**src/rtl/i2c_prog_master.sv**
```systemverilog
// Byte-level I2C master for loading and verifying the instruction memory.
// It runs write transactions (dev addr, mem addr, data) and read-back
// transactions (dev addr, mem addr, repeated START, dev addr + R, one byte).
// SCL/SDA are open-drain: an *_oe of 1 pulls the line low.
module i2c_prog_master #(
   parameter int         CLK_DIV    = 25,
   parameter logic [6:0] SLAVE_ADDR = 7'h2A
) (
   input  logic       i_clk,
   input  logic       i_rst,
   input  logic       i_start,
   input  logic       i_rw,
   input  logic [7:0] i_addr,
   input  logic [7:0] i_wdata,
   input  logic       i_scl,
   input  logic       i_sda,
   output logic       o_scl_oe,
   output logic       o_sda_oe,
   output logic       o_busy,
   output logic       o_done,
   output logic       o_nack,
   output logic [7:0] o_rdata
);

   localparam int            CW   = $clog2(CLK_DIV);
   localparam logic [CW-1:0] QMAX = CW'(CLK_DIV - 1);

   typedef enum logic [3:0] {
      ST_IDLE,
      ST_START,
      ST_TX_BYTE,
      ST_RX_ACK,
      ST_RSTART,
      ST_RX_BYTE,
      ST_TX_NACK,
      ST_STOP,
      ST_DONE
   } state_t;

   state_t        state, state_nxt;
   logic [CW-1:0] qcnt;      // cycles within the current quarter
   logic [1:0]    qtr;       // quarter index within the current bit / condition
   logic [2:0]    bitcnt;    // bit index within a data byte
   logic [1:0]    phase;     // acked bytes so far: 0 dev addr, 1 mem addr, 2 third byte
   logic          rw_q;
   logic [7:0]    addr_q;
   logic [7:0]    wdata_q;
   logic [7:0]    txsh;      // outgoing byte, MSB on the wire
   logic [7:0]    rxsh;      // incoming byte
   logic          samp;      // SDA level sampled at the end of Q2
   logic          nack_q;
   logic [7:0]    rdata_q;

   logic active, freeze, tick, bit_end, last_bit, accept, bit_scl_low;

   // IDLE and DONE keep the quarter counter parked; everything else is on the bus.
   assign active      = (state != ST_IDLE) && (state != ST_DONE);
   // A slave holding SCL low in Q1 keeps the counter at 0 (clock stretching).
   assign freeze      = active && (qtr == 2'd1) && (qcnt == '0) && !i_scl;
   assign tick        = active && !freeze && (qcnt == QMAX);
   assign bit_end     = tick && (qtr == 2'd3);
   assign last_bit    = (bitcnt == 3'd7);
   assign accept      = (state == ST_IDLE) && i_start;
   assign bit_scl_low = (qtr == 2'd0) || (qtr == 2'd3);

   assign o_busy  = active;
   assign o_done  = (state == ST_DONE);
   assign o_nack  = nack_q;
   assign o_rdata = rdata_q;

   // State register.
   always_ff @(posedge i_clk) begin
      if (i_rst) state <= ST_IDLE;
      else       state <= state_nxt;
   end

   // Next-state sequencing and open-drain line drive per quarter.
   always_comb begin
      state_nxt = state;
      o_scl_oe  = 1'b0;
      o_sda_oe  = 1'b0;
      case (state)
         ST_IDLE: begin
            if (i_start) state_nxt = ST_START;
         end
         ST_START, ST_RSTART: begin
            // released, held, SDA falls under high SCL, then SCL low
            o_scl_oe = (qtr == 2'd3);
            o_sda_oe = qtr[1];
            if (bit_end) state_nxt = ST_TX_BYTE;
         end
         ST_TX_BYTE: begin
            o_scl_oe = bit_scl_low;
            o_sda_oe = !txsh[7];
            if (bit_end && last_bit) state_nxt = ST_RX_ACK;
         end
         ST_RX_ACK: begin
            o_scl_oe = bit_scl_low;
            if (bit_end) begin
               if (samp) begin
                  state_nxt = ST_STOP;
               end else begin
                  case (phase)
                     2'd0:    state_nxt = ST_TX_BYTE;
                     2'd1:    state_nxt = rw_q ? ST_RSTART : ST_TX_BYTE;
                     default: state_nxt = rw_q ? ST_RX_BYTE : ST_STOP;
                  endcase
               end
            end
         end
         ST_RX_BYTE: begin
            o_scl_oe = bit_scl_low;
            if (bit_end && last_bit) state_nxt = ST_TX_NACK;
         end
         ST_TX_NACK: begin
            o_scl_oe = bit_scl_low;
            if (bit_end) state_nxt = ST_STOP;
         end
         ST_STOP: begin
            // SDA low with SCL low, release SCL, hold, SDA rises under high SCL
            o_scl_oe = (qtr == 2'd0);
            o_sda_oe = (qtr != 2'd3);
            if (bit_end) state_nxt = ST_DONE;
         end
         ST_DONE: begin
            state_nxt = ST_IDLE;
         end
         default: begin
            state_nxt = ST_IDLE;
         end
      endcase
   end

   // Quarter timing: CLK_DIV cycles per quarter, frozen while SCL is stretched.
   always_ff @(posedge i_clk) begin
      if (i_rst || !active) begin
         qcnt <= '0;
         qtr  <= 2'd0;
      end else if (tick) begin
         qcnt <= '0;
         qtr  <= qtr + 2'd1;
      end else if (!freeze) begin
         qcnt <= qcnt + CW'(1);
      end
   end

   // Bit index inside a byte; wraps to 0 after bit 7.
   always_ff @(posedge i_clk) begin
      if (i_rst || !active) begin
         bitcnt <= 3'd0;
      end else if (bit_end && ((state == ST_TX_BYTE) || (state == ST_RX_BYTE))) begin
         bitcnt <= bitcnt + 3'd1;
      end
   end

   // Request capture, shift registers, sticky NACK and read-data register.
   always_ff @(posedge i_clk) begin
      if (i_rst) begin
         rw_q    <= 1'b0;
         addr_q  <= 8'h00;
         wdata_q <= 8'h00;
         phase   <= 2'd0;
         txsh    <= 8'h00;
         rxsh    <= 8'h00;
         samp    <= 1'b0;
         nack_q  <= 1'b0;
         rdata_q <= 8'h00;
      end else begin
         if (accept) begin
            rw_q    <= i_rw;
            addr_q  <= i_addr;
            wdata_q <= i_wdata;
            phase   <= 2'd0;
            nack_q  <= 1'b0;
         end

         if (tick && (qtr == 2'd2)) begin
            samp <= i_sda;
            if (state == ST_RX_BYTE) rxsh <= {rxsh[6:0], i_sda};
         end

         if (bit_end) begin
            case (state)
               ST_START:   txsh <= {SLAVE_ADDR, 1'b0};
               ST_RSTART:  txsh <= {SLAVE_ADDR, 1'b1};
               ST_TX_BYTE: txsh <= {txsh[6:0], 1'b0};
               ST_RX_ACK: begin
                  // only used when the next state is TX_BYTE
                  txsh <= (phase == 2'd0) ? addr_q : wdata_q;
                  if (samp) nack_q <= 1'b1;
                  else      phase  <= phase + 2'd1;
               end
               ST_RX_BYTE: begin
                  if (last_bit) rdata_q <= rxsh;
               end
               default: ;
            endcase
         end
      end
   end

endmodule

```
**config.mk**
```make
export PLATFORM = sky130hd
export DESIGN_NAME = i2c_prog_master
export DESIGN_NICKNAME = d
export VERILOG_FILES = /design/src/rtl/i2c_prog_master.sv
export SDC_FILE = /design/constraint.sdc
export NUM_CORES = 1
export LEC_CHECK = 0
export BUFFER_PORTS_ARGS = -buffer_cell sky130_fd_sc_hd__buf_2
export CORE_MARGIN = 1.5
export CORE_UTILIZATION = 45
export CTS_CLUSTER_SIZE = 12
export DETAILED_ROUTE_END_ITERATION = 8
export PLACE_DENSITY_LB_ADDON = 0.3
export SKIP_CTS_REPAIR_TIMING = 1
export SYNTH_ARGS = -nofsm -noshare
export SYNTH_HDL_FRONTEND = slang
export SYNTH_SLANG_ARGS = --single-unit
```
**constraint.sdc**
```tcl
create_clock -name i_clk -period 2.07 [get_ports i_clk]
set_input_delay 0.414 -clock i_clk [delete_from_list [all_inputs] [get_ports i_clk]]
set_output_delay 0.414 -clock i_clk [all_outputs]
set_load 0.02 [all_outputs]
```
* Word level (Yosys, flattened, before mapping)
Index checks and enable logic that the tools add are counted.
** Operators by class
- Multiplexer cells :: 24
- Reductions and logical operators :: 31
- $add $sub $neg :: 4
- Equal/unequal tests :: 23
** Operator list (number)
- $pmux W8 S4 :: 1
- $mux W4 :: 7
- $pmux W4 S7 :: 1
- $eq A4 B3 Y1 const B :: 4
- $ne A2 B2 Y1 const B :: 8
- $logic_and A1 B1 Y1 :: 11
- $mux W2 :: 5
- $eq A4 B2 Y1 const B :: 2
- $mux W8 :: 1
- $reduce_bool A4 Y1 :: 2
- $reduce_and A7 Y1 :: 1
- $mux W3 :: 2
- $pmux W1 S3 :: 2
- $pmux W3 S2 :: 1
- $add A5 B1 Y5 const B :: 1
- $eq A5 B5 Y1 const B :: 1
- $logic_not A5 Y1 :: 1
- $add A2 B1 Y2 const B :: 2
- $eq A2 B1 Y1 const B :: 2
- $eq A2 B2 Y1 const B :: 2
- $eq A4 B1 Y1 const B :: 1
- $eq A4 B4 Y1 const B :: 1
- $logic_not A1 Y1 :: 4
- $logic_not A2 Y1 :: 2
- 10 further kinds :: 17
** Word-level totals
- Flip-flop bits (word level) :: 59
- Output and inout bits :: 13
- Logic and storage cells :: 95
- Bits of input ports :: 22

* Depth between registers and ports, before layout
Gate-level depths: netlist of the first run.
- Word-level depth :: 12
- Gate-level depth with buffers :: 9
- Depth with buffers taken out :: 7

* Least setup slack after synthesis of the first run
No wires, ideal clock.
- Kind :: reg2out
- Start point :: register state[1]
- End point :: output o_scl_oe
- Arrival :: 1.654 ns
- Data required time :: 1.656 ns
- Cell stages (with the launch flop) :: 7
- Setup slack :: 0.002 ns
- Path buffers :: 2
- Path through :: dfxtp_1 -> buf_2 -> buf_1 -> inv_1 -> nor2_1 -> o31ai_1 -> a211oi_1
** Between the ends
- Word-level cells in the longest chain between the ends :: 3
- Elaborated cells between the ends (all ways) :: 10
- Classes of those cells :: 7 x eq/ne; 1 x mux; 2 x reduce/logical
** Ends and longest elaborated chain
- from (decl) :: line 40 : state_t state, state_nxt;
- from (signal assigned) :: line 74 : else state <= state_nxt;
- $eq A4 B2 Y1 (tied with other cells) :: line 82 : case (state)
- $reduce_or A4 Y1 (no line) or $reduce_or A2 Y1 (tied branches)
- $pmux W1 S3 (*) :: line 82
- to (decl) :: line 17 : output logic o_scl_oe,
Every way passes the cells marked *; elsewhere a longest branch is shown, timed or not.

* Worst setup path after layout of the first run
- Start point :: register qtr[0]
- End point :: output o_scl_oe
** Between the ends
- Word-level cells in the longest chain between the ends :: 3
- Elaborated cells between the ends (all ways) :: 4
- Classes of those cells :: 1 x eq/ne; 1 x mux; 2 x reduce/logical
** Ends and longest elaborated chain
- from (decl) :: line 42 : logic [1:0] qtr;
- from (signal assigned) :: line 141 : qtr <= qtr + 2'd1;
- $eq A2 B2 Y1 or $logic_not A2 Y1 (tied branches) :: line 64, 88, 121
- $logic_or A1 B1 Y1 :: line 64 : assign bit_scl_low = (qtr == 2'd0) || (qtr == 2'd3);
- $pmux W1 S3 (*) :: line 82
Marked as above.

==> parameters.txt, run 1 <==
Parameter                              Value

Floorplanning
  Die ar. ... 0.00668 mm^2
  Starting density of the core ... 46.8%
  Top-level I/O count ... 35
  Area of the placeable core ... 0.00596 mm^2
  Row Count ... 28
  Die height ... 81.7 um
  Die boundary width ... 81.7 um

STA
  Slew headroom ... 65.3%
  Shortest period the worst path allows ... 2.08 ns
  Final hold violation count ... 0
  Fin worst setup slack ... -0.0135 ns
  Unrepaired setup endpoints after global routing ... yes
  Actual transition at the worst max-transition pin ... ~0.52 ns
  Count of endpoints failing setup in the final report ... 1
  Final slew viol count ... 0
  Worst Clk Skew ... 0.00820 ns
  Achievable Freq ... roughly 480 MHz
  Fraction of the cycle the final worst path needs ... 101%

Final layout
  Final std cells w/o fill ... about 450
  Most frequent cells in the layout ... dfxtp_1, nand2_1, nor2_1
  Net total in the final layout ... 399
  Share of layout cells above drive strength 1 ... 23.7%
  Most common cell after layout, fill and taps aside ... dfxtp_1
  Diodes inserted ... 0
  Area added between synthesis and finish ... 21.3%

Logic synthesis
  Share of the yosys chip area belonging to registers ... ~42%
  Synthesized flop and latch total ... 59
  Number of distinct library cells after synthesis ... 43
  Post-Synthesis Mean Instance Area ... 8.63 um^2
  Synth Cell Area ... 0.00279 mm^2
  Total of warnings raised by yosys ... 0
  Number of instances in the synthesized netlist ... 323
  Synthesized net count ... 355

Clock network
  CTS Buf Count ... 9
  Root buf cell ... clkbuf_8
  CTS max path bufs ... 2
  Clock Latency Late Sink ... 0.34 ns
  H-Tree Level Count ... 3
  CTS tree ... done
  Clk pin slew, worst setup/hold paths ... roughly 0.070 ns
  Count of clock tree sinks ... 59

Worst setup path
  Worst setup path class ... flop to primary output
  Number of cells on the worst reg-to-reg path ... 7
  Required time worst endpoint ... around 1.7 ns
  Arrival @ worst endpoint ... 1.67 ns
  Maximum fanout encountered on the critical timing path ... 4
  Source of the worst register-to-register timing path ... qcnt[0]
  Setup slack of the most critical reg-to-reg path ... 0.10 ns
  Sum of buffers and inverters on the critical path ... 2
  Largest incremental delay on the critical path ... between 0.3 and 0.4 ns
  Critical path launch point type ... flop
  CP delay by family, top ... compound AO/OA/AOI/OAI gates
  Series of cell instances along the critical path ... inv_4 -> ha_4 -> o211ai_1 -> o31ai_1 -> a211oi_1 -> buf_2
  Reg2reg end ... state[1]
  Max stage delay cell, worst path ... dfxtp_4
  Kind of end point of the critical path ... primary output

Power
  Net load switching power ... roughly 1.1 mW
  Internal power consumption ... 2.31 mW
  Power per cell area ... 995 mW/mm^2
  Combinational fraction of design power ... 25.0%
  Leakage power ... roughly 1.4 nW
  Part of the total power dissipated in the clock network ... 35.5%
  Switching fraction of total power ... a little under a third
  Register share of total power ... approximately two fifths
  Worst vdd ir ... between 0.6 and 0.7 mV

Hold path
  Worst hold endpoint ... addr_q[4]
  Worst Hold Launch ... i_addr[4]
  Tightest Hold Check Type ... input port to flop
  Instance count along the most critical hold path ... 3

GRT
  Vias in the first global route ... 2213
  Wire length of the first global-routing pass ... 9970 um
  Number of antenna violations at the first check in global routing ... 0
  Maximum number of pins on one net before global-route repair ... 52
  Remaining global-route overflow ... 0
  GRT Resource Usage Total ... 19.9%

Detailed routing
  Number of remaining DRC errors ... 0
  Routed WL ... between 6000 and 7000 um
  Per-cell routed wire length ... 13.7 um
  First-iteration detailed-routing DRC count ... 82
  First-pass detailed-route iteration total ... 4
  Remaining number of nets flagged by the antenna check after routing ... 0
  Vias per cell ... 5.25
  Via count ... 2345

Place
  Post-Place Setup Slack ... 0.135 ns
  Dpl cells ... 428
  Number of port buffers ... 34
  RD Place Congestion ... around 0.8
  Placed wire-length estimate ... 4170 um

Outcome
  Status ... finished, violations left
  Failing checks ... setup timing

Flow run
  Number of max-cap violations ... 0
tightest hold or removal path: stages:
cell and delay, ns:
buf_2 0.09, nand2_1 0.04, a21oi_1 0.05
final cells by class:
class | instances | area [um^2]
clock buffers | 12 | 155
flip-flops and latches | 59 | 1200
repair buffers | 51 | 298
inverters | 9 | 36.3
fillers | 580 | 2570
well taps | 75 | 93.8
clock inverters | 4 | 72.6
multi-input cells | 237 | 1530
flip-flops by register name, summed over array words and instances (netlist names):
register	flops
o_nack	1
samp	1
addr_q	8
txsh	8
rw_q	1
state	4
bitcnt	3
qtr	2
phase	2
qcnt	5
rxsh	8
wdata_q	8
o_rdata	8
stage by stage:
stage	area (um^2)	power [mW]	util [%]	hold slack, ns	TNS (ns)
6_report	3380	3.36	56.8	0.307	-0.0135
5_1_grt	3380	3.56	56.8	0.304	-0.130
4_1_cts	3310	3.38	55.5	0.289	-0.363
3_5_place_dp	3080	2.18	51.7	0.446	0
3_3_place_gp	3080	2.14	51.7	0.442	0
2_1_floorplan	2790	1.90	-	0.433	0
how the worst max path moves through the flow:
stage / start / endpoint / slack [ns] / depth (start not counted)
after floorplan: state[1] / o_scl_oe / 0.002 / 6
after global placement: qtr[1] / o_scl_oe / 0.20 / 6
after detailed placement: qcnt[0] / state[1] / 0.14 / 7
after CTS: qtr[1] / o_scl_oe / -0.24 / 6
after global routing: qtr[0] / o_scl_oe / -0.12 / 6
final: qtr[0] / o_scl_oe / -0.01 / 6
power by group through the flow:
stage / logic [mW] / clock network (mW) / registers [mW]
3_5_place_dp: 0.831 / 0 / 1.34
6_report: 0.842 / 1.20 / 1.33
2_1_floorplan: 0.616 / 0 / 1.29
3_3_place_gp: 0.807 / 0 / 1.34
4_1_cts: 0.834 / 1.22 / 1.32
5_1_grt: 0.948 / 1.28 / 1.34
synth_stat cells, drive strengths merged:
master / instances / area [um^2]
nor2b: 6 / 37.5
or3b: 2 / 17.5
a21oi: 27 / 135
o2bb2ai: 4 / 35.0
nand2: 49 / 184
mux2i: 31 / 310
ha: 10 / 125
o311ai: 1 / 16.3
a22oi: 4 / 30.0
nand2b: 6 / 37.5
xnor2: 2 / 17.5
mux2: 2 / 22.5
dfxtp: 59 / 1180
a32oi: 1 / 8.76
and2: 2 / 12.5
nand3b: 2 / 15.0
nor3b: 1 / 12.5
o211ai: 3 / 22.5
buf: 7 / 36.3
xor2: 3 / 26.3
clkbuf: 11 / 41.3
or2: 1 / 6.26
nor4b: 1 / 8.76
a2111o: 1 / 11.3
o31ai: 1 / 7.51
a211oi: 2 / 15.0
nor4: 1 / 6.26
and3: 2 / 12.5
nand3: 7 / 35.0
inv: 9 / 33.8
nor2: 43 / 161
nand4: 3 / 18.8
nor3: 4 / 36.3
o22ai: 2 / 12.5
a211o: 5 / 43.8
o21ai: 5 / 25.0
nand4b: 2 / 17.5
and4: 1 / 11.3
kinds of logic after synthesis:
group | after synthesis | share of synthesized area, %
DFF | 59 | 42.4
and+or+nand+nor | 133 | 22.6
buffers and inverters | 27 | 3.99
AOI/OAI and AO/OA | 56 | 13.0
muxes | 33 | 11.9
adders and majority gates | 10 | 4.49
xor gates and xnor gates | 5 | 1.57
routing by layer:
| metal | vias to the layer above | routed length (um) | track usage, % |
|---|---|---|---|
| li1 | 1197 | - | - |
| met1 | 1097 | 2790 | 24.7 |
| met2 | 39 | 2980 | 32.7 |
| met3 | 12 | 239 | 5.67 |
| met4 | 0 | 112 | 7.46 |
| met5 | - | 0 | 0 |
Power figures use the tool's default switching activity.
==> run 2: changes to the inputs <==
- clock period: 2.07 -> 1.9 ns (I/O delays scaled with it)
==> parameters.txt, run 2 (synthesis results as in run 1) <==
Parameter                              Value

Hold path
  Tightest Hold Check Type ... input port to flop

Clock network
  CTS tree ... done
  Root buf cell ... clkbuf_8
  Clk pin slew, worst setup/hold paths ... 0.07 ns (about the same)
  H-Tree Level Count ... 3 (unchanged)
  Count of clock tree sinks ... 59 (unchanged)
  CTS Buf Count ... 9 (unchanged)
  CTS max path bufs ... 2 (unchanged)
  Clock Latency Late Sink ... 0.34 ns (about the same)

Worst setup path
  Series of cell instances along the critical path ... inv_4 -> ha_4 -> o211ai_1 -> o31ai_1 -> a211oi_2 -> buf_4
  Max stage delay cell, worst path ... dfxtp_4
  Maximum fanout encountered on the critical timing path ... 4 (unchanged)
  Worst setup path class ... flop to primary output
  Arrival @ worst endpoint ... 1.62 ns (-0.05 ns)
  Critical path launch point type ... flop
  Required time worst endpoint ... 1.52 ns (-0.14 ns)
  Largest incremental delay on the critical path ... 0.38 ns (about the same)
  Sum of buffers and inverters on the critical path ... 2 (unchanged)
  Kind of end point of the critical path ... primary output
  CP delay by family, top ... compound AO/OA/AOI/OAI gates

GRT
  Maximum number of pins on one net before global-route repair ... 40 (-23%)
  GRT Resource Usage Total ... 19.4% (-0.52 points)
  Vias in the first global route ... 2152 (-2.8%)
  Number of antenna violations at the first check in global routing ... 0 (unchanged)
  Wire length of the first global-routing pass ... 9880 um (-0.90%)
  Remaining global-route overflow ... 0 (unchanged)

Final layout
  Diodes inserted ... 0 (unchanged)
  Most common cell after layout, fill and taps aside ... dfxtp_1
  Final core utilization ... 58.3% (+1.6 points)
  Area added between synthesis and finish ... 24.6%
  Most frequent cells in the layout ... dfxtp_1, nand2_1, nor2_1
  Net total in the final layout ... 408 (+2.3%)
  Share of layout cells above drive strength 1 ... 27.3% (+3.6 points)

Detailed routing
  Via count ... 2329 (-0.68%)
  First-pass detailed-route iteration total ... 5 (+1)
  Per-cell routed wire length ... 12.9 um (-5.8%)
  Number of remaining DRC errors ... 0 (unchanged)
  Vias per cell ... 5.11 (-2.6%)
  First-iteration detailed-routing DRC count ... 77 (-6.1%)
  Routed WL ... 5890 um (-3.9%)
  Remaining number of nets flagged by the antenna check after routing ... 0 (unchanged)

Floorplanning
  Top-level I/O count ... 35 (unchanged)
  Area of the placeable core ... 0.00596 mm^2 (unchanged)
  Row Count ... 28 (unchanged)
  Die height ... 81.7 um (unchanged)
  Die ar. ... 0.00668 mm^2 (unchanged)
  Die boundary width ... 81.7 um (unchanged)
  Starting density of the core ... 46.8% (unchanged)

STA
  Actual transition at the worst max-transition pin ... 0.394 ns (-0.127 ns)
  Shortest period the worst path allows ... 2.00 ns
  Achievable Freq ... 501 MHz
  Unrepaired setup endpoints after global routing ... yes
  Fin worst setup slack ... -0.0970 ns (-0.0836 ns)
  Slew headroom ... 73.7% (+8.5 points)
  Final slew viol count ... 0 (unchanged)
  Final hold violation count ... 0 (unchanged)
  Worst hold-check slack ... 0.274 ns (-0.0324 ns)
  Count of endpoints failing setup in the final report ... 1 (unchanged)
  Worst Clk Skew ... 0.00723 ns (-0.000966 ns)
  Fraction of the cycle the final worst path needs ... 105%

Outcome
  Status ... finished, violations left
  Failing checks ... setup timing

Power
  Worst vdd ir ... 0.711 mV (+6.9%)
  Power per cell area ... 1050 mW/mm^2 (+5.2%)
  Leakage power ... 1.49 nW (+3.8%)

Flow run
  Number of max-cap violations ... 0 (unchanged)

Place
  Placed wire-length estimate ... 4110 um (-1.4%)
  Number of port buffers ... 34 (unchanged)
  RD Place Congestion ... 0.821 (+0.72%)
## run 2: cell types whose count changed in the layout (fill, tap and decap cells not counted), sizes merged
| cell | delta |
|---|---|
| buf | +8 |
| bufinv | -1 |
| clkinv | +2 |
## run 2: layout make-up
type                    instances  area [um^2]
clock buffers                  11          141
clock inverters                 5         52.6
fillers                       561         2480
inverters                       9         38.8
multi-input cells             237         1570
flip-flops and latches         59         1200
well taps                      75         93.8
repair buffers                 60          383
## run 2: worst paths after layout
kind	startpoint	end	slack [ns]	depth (start not counted)
worst max-delay path	qtr[1]	o_scl_oe	-0.1	6
worst min-delay path	i_wdata[1]	wdata_q[1]	0.27	3
worst max register to register	qcnt[1]	state[0]	0.10	7
worst min register to register	txsh[4]	txsh[4]	0.45	2
## run 2: where the power goes
part           internal [mW]  total, mW  switching, mW
sequential              1.35       1.43         0.0811
clock                  0.634       1.12          0.490
combinational          0.472       1.09          0.615
## run 2: per-layer routing
metal	vias up	wire length (um)	global-route usage, %
li1	1217	-	-
met1	1067	2890	25.4
met2	35	2740	30.4
met3	10	187	5.33
met4	0	73	7.12
met5	-	0	0
## run 2: tightest hold or removal path: cells and delay by family
kind,cells,cell delay (ns)
compound gates,1,0.05
buf+inv,1,0.09
simple gates,1,0.04
## run 2: metrics by stage
stage / area [um^2] / worst slack (ns) / power (mW) / setup TNS, ns / instances
final: 3470 / -0.0970 / 3.64 / -0.0970 / 456
after global routing: 3470 / -0.152 / 3.85 / -0.188 / 456
after CTS: 3350 / -0.320 / 3.54 / -0.545 / 453
after detailed placement: 3150 / 0.0482 / 2.42 / 0 / 437
after global placement: 3150 / 0.113 / 2.39 / 0 / 437
after floorplan: 2790 / 0.0394 / 2.08 / 0 / 323
